==> src/rtl/cell_delay_sequencer_if.sv <==
// Bus between the delay sequencer and its characterisation harness.
// Carries the cell stimulus and response, the request/result handshake, and a debug view of the FSM state.
interface cell_delay_sequencer_if #(
    parameter int CNT_W = 8
);
    // Handshake: START is a level request that is taken only while idle,
    // and INVERT is captured with it. BUSY rises on the following cycle.
    // DONE pulses for one cycle when ERR, RISE_CNT and FALL_CNT are valid,
    // and those values hold until the next accepted START.
    logic             START;
    logic             INVERT;
    logic             Y_DUT;
    logic             A_DUT;
    logic             BUSY;
    logic             DONE;
    logic             ERR;
    logic [CNT_W-1:0] RISE_CNT;
    logic [CNT_W-1:0] FALL_CNT;
    logic [2:0]       dbg_state;

    modport master (
        output START, INVERT, Y_DUT,
        input  A_DUT, BUSY, DONE, ERR, RISE_CNT, FALL_CNT, dbg_state
    );

    modport slave (
        input  START, INVERT, Y_DUT,
        output A_DUT, BUSY, DONE, ERR, RISE_CNT, FALL_CNT, dbg_state
    );
endinterface

==> src/rtl/cell_delay_sequencer.sv <==
// Measures a cell's rise and fall propagation delay in clock cycles.
// The cell is driven through A_DUT, and its output Y_DUT is observed through a two-flop synchroniser.
module cell_delay_sequencer #(
    parameter int CNT_W   = 8,
    parameter int TIMEOUT = 200,
    parameter int SETTLE  = 4
) (
    input logic                    C,
    input logic                    R,
    cell_delay_sequencer_if.slave  bus
);
    localparam logic [2:0] IDLE      = 3'd0;
    localparam logic [2:0] SETTLE_LO = 3'd1;
    localparam logic [2:0] WAIT_RISE = 3'd2;
    localparam logic [2:0] WAIT_FALL = 3'd3;
    localparam logic [2:0] REPORT    = 3'd4;

    localparam logic [CNT_W-1:0] SETTLE_LAST = CNT_W'(SETTLE - 1);
    localparam logic [CNT_W-1:0] TIMEOUT_C   = CNT_W'(TIMEOUT);
    localparam logic [CNT_W-1:0] ERR_CODE    = '1;
    localparam logic [CNT_W-1:0] ONE         = CNT_W'(1);

    logic [2:0]       state_q, state_d;
    logic [CNT_W-1:0] cnt_q, cnt_d;
    logic [CNT_W-1:0] rise_q, rise_d;
    logic [CNT_W-1:0] fall_q, fall_d;
    logic             inv_q, inv_d;
    logic             a_q, a_d;
    logic             busy_q, busy_d;
    logic             err_q, err_d;
    logic             s1_q, s2_q;
    logic             exp_lo, exp_hi;

    assign exp_lo = inv_q;
    assign exp_hi = ~inv_q;

    always_comb begin
        state_d = state_q;
        cnt_d   = cnt_q;
        rise_d  = rise_q;
        fall_d  = fall_q;
        inv_d   = inv_q;
        a_d     = a_q;
        busy_d  = busy_q;
        err_d   = err_q;
        case (state_q)
            IDLE: begin
                if (bus.START) begin
                    inv_d   = bus.INVERT;
                    err_d   = 1'b0;
                    rise_d  = '0;
                    fall_d  = '0;
                    cnt_d   = '0;
                    a_d     = 1'b0;
                    busy_d  = 1'b1;
                    state_d = SETTLE_LO;
                end
            end
            SETTLE_LO: begin
                a_d = 1'b0;
                if (cnt_q == SETTLE_LAST) begin
                    // A response already at the launch level means the cell is stuck.
                    if (s2_q != exp_lo) begin
                        err_d   = 1'b1;
                        rise_d  = ERR_CODE;
                        fall_d  = ERR_CODE;
                        state_d = REPORT;
                    end else begin
                        a_d     = 1'b1;
                        cnt_d   = '0;
                        state_d = WAIT_RISE;
                    end
                end else begin
                    cnt_d = cnt_q + ONE;
                end
            end
            WAIT_RISE: begin
                if (s2_q == exp_hi) begin
                    rise_d  = cnt_q;
                    a_d     = 1'b0;
                    cnt_d   = '0;
                    state_d = WAIT_FALL;
                end else if (cnt_q == TIMEOUT_C) begin
                    err_d   = 1'b1;
                    rise_d  = ERR_CODE;
                    fall_d  = ERR_CODE;
                    a_d     = 1'b0;
                    state_d = REPORT;
                end else begin
                    cnt_d = cnt_q + ONE;
                end
            end
            WAIT_FALL: begin
                if (s2_q == exp_lo) begin
                    fall_d  = cnt_q;
                    state_d = REPORT;
                end else if (cnt_q == TIMEOUT_C) begin
                    // The rise result is kept so a fall-only failure stays diagnosable.
                    err_d   = 1'b1;
                    fall_d  = ERR_CODE;
                    state_d = REPORT;
                end else begin
                    cnt_d = cnt_q + ONE;
                end
            end
            REPORT: begin
                busy_d  = 1'b0;
                a_d     = 1'b0;
                state_d = IDLE;
            end
            default: begin
                busy_d  = 1'b0;
                a_d     = 1'b0;
                state_d = IDLE;
            end
        endcase
    end

    always_ff @(posedge C) begin
        if (R) begin
            state_q <= IDLE;
            cnt_q   <= '0;
            rise_q  <= '0;
            fall_q  <= '0;
            inv_q   <= 1'b0;
            a_q     <= 1'b0;
            busy_q  <= 1'b0;
            err_q   <= 1'b0;
            s1_q    <= 1'b0;
            s2_q    <= 1'b0;
        end else begin
            state_q <= state_d;
            cnt_q   <= cnt_d;
            rise_q  <= rise_d;
            fall_q  <= fall_d;
            inv_q   <= inv_d;
            a_q     <= a_d;
            busy_q  <= busy_d;
            err_q   <= err_d;
            s1_q    <= bus.Y_DUT;
            s2_q    <= s1_q;
        end
    end

    assign bus.A_DUT     = a_q;
    assign bus.BUSY      = busy_q;
    assign bus.DONE      = (state_q == REPORT);
    assign bus.ERR       = err_q;
    assign bus.RISE_CNT  = rise_q;
    assign bus.FALL_CNT  = fall_q;
    assign bus.dbg_state = state_q;
endmodule

==> src/flat_wrapper.sv <==
// flat-port wrapper written by rule: the top's interface ports become plain ports
module cell_delay_sequencer_flat 
#(
    parameter int CNT_W   = 8,
    parameter int TIMEOUT = 200,
    parameter int SETTLE  = 4
)
  (C, R, bus_START, bus_INVERT, bus_Y_DUT, bus_A_DUT, bus_BUSY, bus_DONE, bus_ERR, bus_RISE_CNT, bus_FALL_CNT, bus_dbg_state);
  cell_delay_sequencer_if #(.CNT_W(CNT_W)) bus_i ();
  input logic C;
  input logic R;
  input wire logic [$bits(bus_i.START)-1:0] bus_START;
  input wire logic [$bits(bus_i.INVERT)-1:0] bus_INVERT;
  input wire logic [$bits(bus_i.Y_DUT)-1:0] bus_Y_DUT;
  output wire logic [$bits(bus_i.A_DUT)-1:0] bus_A_DUT;
  output wire logic [$bits(bus_i.BUSY)-1:0] bus_BUSY;
  output wire logic [$bits(bus_i.DONE)-1:0] bus_DONE;
  output wire logic [$bits(bus_i.ERR)-1:0] bus_ERR;
  output wire logic [$bits(bus_i.RISE_CNT)-1:0] bus_RISE_CNT;
  output wire logic [$bits(bus_i.FALL_CNT)-1:0] bus_FALL_CNT;
  output wire logic [$bits(bus_i.dbg_state)-1:0] bus_dbg_state;
  assign bus_i.START = bus_START;
  assign bus_i.INVERT = bus_INVERT;
  assign bus_i.Y_DUT = bus_Y_DUT;
  assign bus_A_DUT = bus_i.A_DUT;
  assign bus_BUSY = bus_i.BUSY;
  assign bus_DONE = bus_i.DONE;
  assign bus_ERR = bus_i.ERR;
  assign bus_RISE_CNT = bus_i.RISE_CNT;
  assign bus_FALL_CNT = bus_i.FALL_CNT;
  assign bus_dbg_state = bus_i.dbg_state;
  cell_delay_sequencer #(.CNT_W(CNT_W), .TIMEOUT(TIMEOUT), .SETTLE(SETTLE)) u_core (.C(C), .R(R), .bus(bus_i));
endmodule
==> config.mk <==
export PLATFORM = sky130hd
export DESIGN_NAME = cell_delay_sequencer_flat
export DESIGN_NICKNAME = d
export VERILOG_FILES = /design/src/rtl/cell_delay_sequencer_if.sv /design/src/rtl/cell_delay_sequencer.sv /design/src/flat_wrapper.sv
export SDC_FILE = /design/constraint.sdc
export NUM_CORES = 1
export LEC_CHECK = 0
export ABC_AREA = 1
export BUFFER_PORTS_ARGS = -buffer_cell sky130_fd_sc_hd__clkbuf_2
export CAP_MARGIN = 5
export CORE_MARGIN = 2
export CORE_UTILIZATION = 35
export CTS_CLUSTER_DIAMETER = 40
export DETAILED_ROUTE_END_ITERATION = 8
export GPL_TIMING_DRIVEN = 0
export SLEW_MARGIN = 10
export SYNTH_ARGS = -nofsm -noshare
export SYNTH_HDL_FRONTEND = slang
export SYNTH_SLANG_ARGS = --single-unit
==> constraint.sdc <==
create_clock -name C -period 1.5 [get_ports C]
set_input_delay 0.15 -clock C [delete_from_list [all_inputs] [get_ports C]]
set_output_delay 0.15 -clock C [all_outputs]
set_load 0.03 [all_outputs]
# Yosys cells after proc, flatten, opt, wreduce, memory -nomap -nowiden
# Index checks and enable logic that the tools add are counted.
# word_totals
romBits	0
mem_count	0
ram_bits	0
latch_bits	0
wordCells	79
in_bits	5
output_inout_bits	23
reg_bits	33
# classes
reduce_logical	12
n_mul	0
shifts	0
magnitude_cmp	0
bitwise	3
n_addsub	1
muxes	37
eq_ne	16
div	0
# ops
op	n
$mux 8	13
$pmux 8 s4	2
$pmux 8 s3	1
$mux 3	6
$pmux 3 s4	1
$mux 1	11
$reduce_and 5->1	2
$add 8x1->8 const B	1
$eq 8x2->1 const B	1
$eq 8x8->1 const B	1
$pmux 1 s4	2
$eq 3x2->1 const B	2
$ne 2x2->1 const B	3
$reduce_and 2->1	3
$reduce_and 6->1	1
$ne 2x1->1 const B	2
$reduce_and 4->1	1
$reduce_bool 4->1	1
$eq 3x1->1 const B	1
$eq 3x3->1 const B	1
$logic_not 3->1	1
$ne 3x1->1 const B	1
$ne 3x3->1 const B	1
$not 1->1	3
6 further kinds	7

# Longest topological paths before layout
# Gate-level depths: netlist of the first run.
# depth
depth_word	4
mapped_depth	12
ltp_nobuf	11

# Worst setup path after synthesis of the first run
# No wires, ideal clock.
# synth_timing
kind	flip-flop to flip-flop
startpoint	reg u_core.state_q[0] (netlist: u_core.bus.dbg_state[0])
endpoint	reg u_core.rise_q[5] (netlist: u_core.bus.RISE_CNT[5])
slack_ns	-0.180
setup_time_ns	0.113
path_buffers	1
required_ns	1.387
stages_incl_launch_ff	11
t_arrival_ns	1.567
period_less_slack_ns	1.680
cell_sequence	dfxtp_1 inv_2 nand2_2 inv_2 a21oi_4 nand3_1 nor2_4 buf_6 nand2_1 nand2_1 nor2_1
# synth_via
elab_chain_cells	3
word_cells_on_any_way	10
cone_classes	6 x eq/ne; 1 x mux; 3 x reduce/logical
# synth_rtl
element	line	source
start: declaration	cell_delay_sequencer.sv:23	logic [2:0] state_q, state_d;
start signal: assignment	cell_delay_sequencer.sv:132	state_q <= state_d;
$eq 3x2->1 (tied with other cells)	cell_delay_sequencer.sv:46	case (state_q)
$ne 3x1->1 (no source line) (tied with other cells)	n/a	
$reduce_and 5->1 (no source line)	n/a	
end signal: assignment	cell_delay_sequencer.sv:134	rise_q <= rise_d;
end: declaration	cell_delay_sequencer.sv:25	logic [CNT_W-1:0] rise_q, rise_d;
# Parallel ways exist; a longest one is shown, timed or not.
# A chain may end at the register's enable or synchronous reset.

# Worst setup path in the final report of the first run
# layout_timing
startpoint	reg u_core.cnt_q[0]
endpoint	reg u_core.fall_q[5] (netlist: u_core.bus.FALL_CNT[5])
# layout_via
elab_chain_cells	4
word_cells_on_any_way	8
cone_classes	3 x eq/ne; 4 x mux; 1 x reduce/logical
# layout_rtl
element	line	source
start: declaration	cell_delay_sequencer.sv:24	logic [CNT_W-1:0] cnt_q, cnt_d;
start signal: assignment	cell_delay_sequencer.sv:133	cnt_q <= cnt_d;
$eq 8x8->1	cell_delay_sequencer.sv:83, cell_delay_sequencer.sv:97	
$mux 8	n/a	
$mux 8, on equally long branches	n/a	
$pmux 8 s4	n/a	
end signal: assignment	cell_delay_sequencer.sv:135	fall_q <= fall_d;
end: declaration	cell_delay_sequencer.sv:26	logic [CNT_W-1:0] fall_q, fall_d;
# Parallel ways exist; a longest one is shown, timed or not. The select of a mux whose other input is x is not followed.

==> metrics, run 1 <==
Final Hold Violating Endpoints=0; crit share post-route=1.039; Critical Path Start Type=flop; antenna-violating nets left=0; Placeable Area=approximately 0.0051 mm2; DR WL/cell=12.79 um; reg2reg end=u_core.bus.FALL_CNT[5]; die width=approximately 77 um; Starting Density=0.3639; WP data required=1.65 ns; gr usage total=0.1738; Via Count=between 2000 and 2500; # DRC=0; arrival time worst endpoint=about 1.7 ns; Area growth, synth to finish=48.96%; DRT iter0 DRCs=131; Port Buffer Count=27; layout cells sized above 1=0.4344; CTS tree=done; R2R setup slack=-0.06 ns; fmax=~0.64 GHz; CTS clk-pin slew, worst paths=~0.070 ns; Netlist Area Pre-Place=between 0.0015 and 0.002 mm2; Max clock buf depth=2; Placer Congestion=a little over 0.9; Tmin final=roughly 1.6 ns; Hold Path Sink=u_core.s1_q; most frequent CP cell=buf_6; failing checks=negative setup slack; IO Pins=28; global-route wire length before repair=8.321 mm; Post-synth EDFFs=0; Post-Synthesis Cells=between 300 and 400; CP delay by family, top=flip-flops; fraction of registers with async set/reset=0; setup slack after layout=-0.05897 ns; Max Cap Viol=0; crit path cell chain=ha_4, nand2_4, o21ai_4, buf_6, nand4_1, buf_6, nand2_2, a21oi_2; vias per cell=slightly below 5; highest-delay cell along the critical path=dfxtp_4; Reg2Reg Depth=8; class of the most critical setup path=reg -> reg; hold crit path type=in -> reg; Hold Path Depth=3; Net Count, Synth=313; Inserted Clock Buffers=5; Die ar.=just under 0.006 mm2; status=complete, but fails checks; RSZ-0062 raised after global routing=yes; max incr delay on CP=roughly 0.40 ns; final core occ=0.5421; Main synth FF type=dfxtp_1; Setup Skew=around 0.0080 ns; Crit. End Element=flop; syn_area_per_cell=around 6 um2; vias in the first global route=around 1900; startpoint of the worst hold path=bus_Y_DUT; Cell Count, Final, Fillers Out=436; Seq/Total Area, Yosys=0.3532; initial antenna violation count=0; Setup Viol. Count Final=19; critical path buffer and inverter count=2; Reg2Reg Launch Point=u_core.cnt_q[0]; Leakage=0.001263 uW; CTS Hold Bufs=0; total grt overflow=0; clk root buf=clkbuf_8; PD cells=between 1500 and 2000 mW/mm2; Inserted Diodes=0; htree depth=2; Die Ht=just under 80 um; worst skew pair latency=about 0.29 ns; worst rel slew slack=0.5605; clk sinks=33; largest net degree at the start of global routing=11; FP Rows=26; critical-path maximum fanout=8; First-pass DRT Iterations=4; HPWL after DPL=approximately 3.4 mm; fin nets=between 300 and 400; Synth cell types=26; Worst-Margin Slew=approximately 0.66 ns; final hold slack=slightly below 0.04 ns; worst vdd ir=between 0.7 and 0.8 mV; flops & latches, synth=33; post-placement cell count=between 400 and 500; yosys warns=0; total wire length=between 5 and 6 mm; Slew Limit Fails=0
## logic make-up (layout without fill, tap and decap cells)
kind of cell / Yosys count / after routing / synth area share
AND/OR/NAND/NOR: 189 / 190 / 0.4207
buffers and inverters: 42 / 101 / 0.09030
AO/OA/AOI/OAI: 39 / 39 / 0.1177
flip-flops: 33 / 33 / 0.3532
adder cells (fa/ha/maj): 2 / 2 / 0.01338
XOR/XNOR: 1 / 1 / 0.004683
## what timing repair did
item                       4_1_cts  5_1_grt
setup endpoints to repair       28       29
pin swaps                        5       25
resized for setup               15      108
cloned                           1        1
buffers inserted                 8       15
## report_power, final
part / internal (uW) / leakage [uW] / switching, uW
Sequential: 1090 / 0.000276 / 176
Clock: 375 / 0.0000455 / 339
Combinational: 1040 / 0.000942 / 1690
## per-stage QoR
stage	setup slack (ns)	cell area, um2	power, uW	TNS, ns
after floorplan	0.002512	1884	2687	0
after global routing	-0.1478	2786	5042	-2.513
final	-0.05897	2786	4704	-0.5960
after CTS	-0.1082	2316	4039	-1.675
after detailed placement	-0.3002	2107	3127	-5.887
after global placement	-0.2908	2107	3105	-5.535
## cell usage in the layout, fill, tap and decap left out, drive strengths merged
cell / Yosys / layout
nand2: 108 / 108
a21boi: 1 / 1
o21ai: 5 / 5
nor3: 2 / 2
a31o: 1 / 1
nor2: 55 / 55
o211ai: 1 / 1
a21oi: 30 / 30
nand3b: 1 / 1
nand3: 19 / 20
xor2: 1 / 1
clkbuf: 5 / 39
buf: 4 / 29
dfxtp: 33 / 33
a31oi: 1 / 1
ha: 2 / 2
nand4: 4 / 4
inv: 33 / 33
## worst max path at each step
stage,startpoint,cells past startpoint,end,slack (ns)
6_report,u_core.cnt_q[0],8,u_core.bus.FALL_CNT[5],-0.06
5_1_grt,u_core.cnt_q[1],10,u_core.cnt_q[2],-0.15
4_1_cts,u_core.cnt_q[0],12,u_core.bus.RISE_CNT[5],-0.11
3_5_place_dp,u_core.cnt_q[1],6,u_core.bus.FALL_CNT[4],-0.30
3_3_place_gp,u_core.cnt_q[1],7,u_core.bus.FALL_CNT[5],-0.29
2_1_floorplan,u_core.cnt_q[1],9,u_core.bus.RISE_CNT[5],0.003
## layer usage
layer / wire length (um) / track usage / share of wire / vias to the layer above
met5: 0 / 0 / 0 / -
met3: 286 / 0.03765 / 0.051 / 9
met4: 82 / 0.06786 / 0.015 / 0
met2: 2776 / 0.2860 / 0.50 / 53
met1: 2430 / 0.2218 / 0.44 / 988
li1: - / - / - / 1085
## synth_stat cells (2+ instances only)
cell / count / area share
nor2_4: 3 / 0.018
nand2_1: 107 / 0.21
nand4_1: 4 / 0.013
inv_2: 5 / 0.010
nor2_1: 51 / 0.10
a21oi_1: 29 / 0.078
ha_1: 2 / 0.013
clkbuf_1: 5 / 0.010
dfxtp_1: 33 / 0.35
o21ai_0: 4 / 0.011
nand3_1: 17 / 0.045
buf_2: 3 / 0.0080
inv_1: 28 / 0.056
nand3_2: 2 / 0.011
nor3_1: 2 / 0.0054
## layout make-up
type,instances,area (um2)
fill,529,2354
multi-input combinational,232,1376
sequential,33,685.7
timing repair buffer,51,342.8
inverter,33,131.4
clock buffer,8,90.09
tap,70,87.58
buffer,9,72.57
## sequential cells by signal, summed over array words and instances (netlist names)
signal / count
u_core.bus.BUSY: 1
u_core.s2_q: 1
u_core.cnt_q: 8
u_core.bus.RISE_CNT: 8
u_core.s1_q: 1
u_core.bus.A_DUT: 1
u_core.bus.FALL_CNT: 8
u_core.bus.ERR: 1
u_core.exp_lo: 1
u_core.bus.dbg_state: 3
## worst register-to-register path: cells and delay by family, from the launching register on
family          cells  cell delay, ns
simple gates        3            0.25
flops               1            0.40
compound gates      2            0.30
buf+inv             2            0.31
fa+ha+maj           1            0.17
Power figures use the tool's default switching activity.
==> run 2, diff against run 1 <==
--- a/config.mk
+++ b/config.mk
@@ -10,6 +10,7 @@
 export CAP_MARGIN = 5
 export CORE_MARGIN = 2
 export CORE_UTILIZATION = 35
+export CTS_BUF_LIST = sky130_fd_sc_hd__clkbuf_8 sky130_fd_sc_hd__clkbuf_16
 export CTS_CLUSTER_DIAMETER = 40
 export DETAILED_ROUTE_END_ITERATION = 8
 export GPL_TIMING_DRIVEN = 0
==> run 2 against run 1 <==
The flow still finishes with violations (negative setup slack). Core utilization is 1.9 points lower. Sequential power about the same. Hold slack better by 0.0062 ns. Count of clock-buffer cells in the layout fell by 2. Flip-flop and latch count did not move. Die area unchanged. Final area down 3.5%. Critical path type unchanged. Worst setup slack got worse by 0.018 ns. Wire length decreased by 3.8%. Sequential share of layout area grew 0.89 points. Via count decreased by 2.8%. Critical endpoint is now u_core.bus.FALL_CNT[0].
==> metrics, run 2 (same netlist as run 1, synthesis figures left out) <==
Tmin final=1.577 ns (was 1.559 ns); Inserted Clock Buffers=5 (unchanged); net switching fraction of the power=0.4656 (was 0.4681); R2R setup slack=-0.08 ns (was -0.06 ns); Placer Congestion=0.9071 (unchanged); reg2reg end=u_core.bus.FALL_CNT[0] (was u_core.bus.FALL_CNT[5]); Worst-Margin Slew=0.6750 ns (was 0.6593 ns); failing checks=negative setup slack (unchanged); class of the most critical setup path=reg -> reg (unchanged); DR WL/cell=12.33 um (was 12.79 um); Die Ht=77.11 um (unchanged); PD cells=1653 mW/mm2 (was 1688 mW/mm2); HPWL after DPL=3.400 mm (unchanged); critical-path maximum fanout=8 (unchanged); Area growth, synth to finish=43.75% (was 48.96%); layout cells sized above 1=0.3808 (was 0.4344); CTS tree=done (unchanged); CTS clk-pin slew, worst paths=0.07 ns (about the same); vias in the first global route=1866 (unchanged); htree depth=2 (unchanged); sw power=2069 uW (was 2202 uW); worst skew pair latency=0.29 ns (about the same); FP Rows=26 (unchanged); die width=77.11 um (unchanged); Crit. End Element=flop (unchanged); worst vdd ir=0.6602 mV (was 0.7382 mV); Leakage=0.001213 uW (was 0.001263 uW); hold crit path type=in -> reg (unchanged); # DRC=0 (unchanged); Hold Path Sink=u_core.s1_q (unchanged); worst rel slew slack=0.5500 (was 0.5605); Via Count=2076 (was 2135); post-placement cell count=403 (unchanged); global-route wire length before repair=8.321 mm (unchanged); Final Hold Violating Endpoints=0 (unchanged); Hold Path Depth=3 (unchanged); Inserted Diodes=0 (unchanged); vias per cell=4.772 (was 4.897); Filler cells=534 (was 529); Final TNS setup=-0.6376 ns (was -0.5960 ns); WP data required=1.72 ns (was 1.65 ns); Setup Skew=0.006775 ns (was 0.008031 ns); total grt overflow=0 (unchanged); P_int=2376 uW (was 2502 uW); most common library cell in the layout ignoring fill and taps=nand2_1 (unchanged); commonest non-fill, non-tap cells in the layout=nand2_1 (82), nor2_1 (41), clkbuf_2 (28) (was nand2_1 (76), nor2_1 (37), clkbuf_2 (28)); DRT iter0 DRCs=178 (was 131); Critical Path Start Type=flop (unchanged); antenna-violating nets left=0 (unchanged); Logic pwr share=0.563 (was 0.580); Port Buffer Count=27 (unchanged); RSZ-0062 raised after global routing=yes (unchanged); clk root buf=clkbuf_8 (unchanged); largest net degree at the start of global routing=11 (unchanged); Setup Slack @ Placement=-0.3002 ns (unchanged); gr usage total=0.1738 (unchanged); setup slack after layout=-0.07709 ns (was -0.05897 ns); fmax=0.6341 GHz (was 0.6414 GHz); Max clock buf depth=2 (unchanged); clk sinks=33 (unchanged); Slew Limit Fails=0 (unchanged); crit share post-route=1.051 (was 1.039); initial antenna violation count=0 (unchanged); fin nets=371 (was 372); Placeable Area=0.005140 mm2 (unchanged); First-pass DRT Iterations=4 (unchanged); arrival time worst endpoint=1.80 ns (was 1.71 ns); startpoint of the worst hold path=bus_Y_DUT (unchanged); Reg2Reg Depth=7 (was 8); total wire length=5.362 mm (was 5.576 mm); Clk pwr share=0.156 (was 0.152); Starting Density=0.3639 (unchanged); IO Pins=28 (unchanged); status=complete, but fails checks (unchanged); Cell Count, Final, Fillers Out=435 (was 436); final core occ=0.5231 (was 0.5421); sequential share of power=0.282 (was 0.268); Max Cap Viol=0 (unchanged); Setup Viol. Count Final=18 (was 19); Die ar.=0.005945 mm2 (unchanged); Reg2Reg Launch Point=u_core.cnt_q[0] (unchanged)
==> run 2: cell types whose count changed in the layout (fill, tap and decap cells not counted), moves of 4 or more <==
cell / previous run / this run
nand2_1: 76 / 82
nor2_2: 10 / 5
a21oi_1: 17 / 21
a21oi_2: 11 / 7
nand2_4: 9 / 5
nor2_1: 37 / 41
==> run 2: power by group through the flow <==
stage	sequential, uW	clock [uW]	combinational (uW)
floorplan	1570	0	1120
global placement	1260	0	1850
detailed placement	1260	0	1860
CTS	1230	709	2080
global route	1290	765	2740
finish	1250	691	2500
==> run 2: worst max path at each step <==
stage,slack [ns],end,cells after the start,from
global route,-0.18,u_core.bus.FALL_CNT[0],8,u_core.cnt_q[3]
floorplan,0.003,u_core.bus.RISE_CNT[5],9,u_core.cnt_q[1]
global placement,-0.29,u_core.bus.FALL_CNT[5],7,u_core.cnt_q[1]
finish,-0.08,u_core.bus.FALL_CNT[0],7,u_core.cnt_q[0]
detailed placement,-0.30,u_core.bus.FALL_CNT[4],6,u_core.cnt_q[1]
CTS,-0.11,u_core.bus.RISE_CNT[5],12,u_core.cnt_q[0]
==> run 2: routing by layer <==
| layer | global-route usage | up-vias | share of wire |
|---|---|---|---|
| li1 | - | 1077 | - |
| met1 | 0.2218 | 934 | 0.43 |
| met2 | 0.2860 | 52 | 0.49 |
| met3 | 0.03765 | 13 | 0.050 |
| met4 | 0.06786 | 0 | 0.029 |
| met5 | 0 | - | 0 |
==> run 2: final cells by class <==
type	instances	area, um2	area share
Sequential cell	33	685.7	0.2550
Timing Repair Buffer	50	319.1	0.1187
Multi-Input combinational cell	232	1303	0.4844
Clock inverter	2	7.507	0.002792
Buffer	9	72.57	0.02699
Clock buffer	6	82.58	0.03071
Inverter	33	131.4	0.04886
Tap cell	70	87.58	0.03257
==> run 2: critical path, stage by stage, from the launching register on <==
cell and delay, ns:
dfxtp_4 0.40, ha_4 0.17, nand2_4 0.06, o21ai_4 0.24
nand2_2 0.11, nor2_4 0.29, nand2_1 0.12, a21oi_2 0.12
==> run 2: timing repair <==
action	4_1_cts	5_1_grt
endpoints found under the setup margin	28	29
buffers inserted	8	14
hold buffers	0	0
resized for setup	15	84
pin swaps	5	19
gates cloned	1	1
==> run 2: metrics by stage <==
| step | power (uW) | hold slack [ns] | cell area, um2 |
|---|---|---|---|
| after global routing | 4796 | 0.08006 | 2689 |
| after CTS | 4026 | 0.04115 | 2316 |
| after global placement | 3105 | 0.3461 | 2107 |
| after detailed placement | 3127 | 0.3480 | 2107 |
| final | 4445 | 0.04460 | 2689 |
| after floorplan | 2687 | 0.2570 | 1884 |
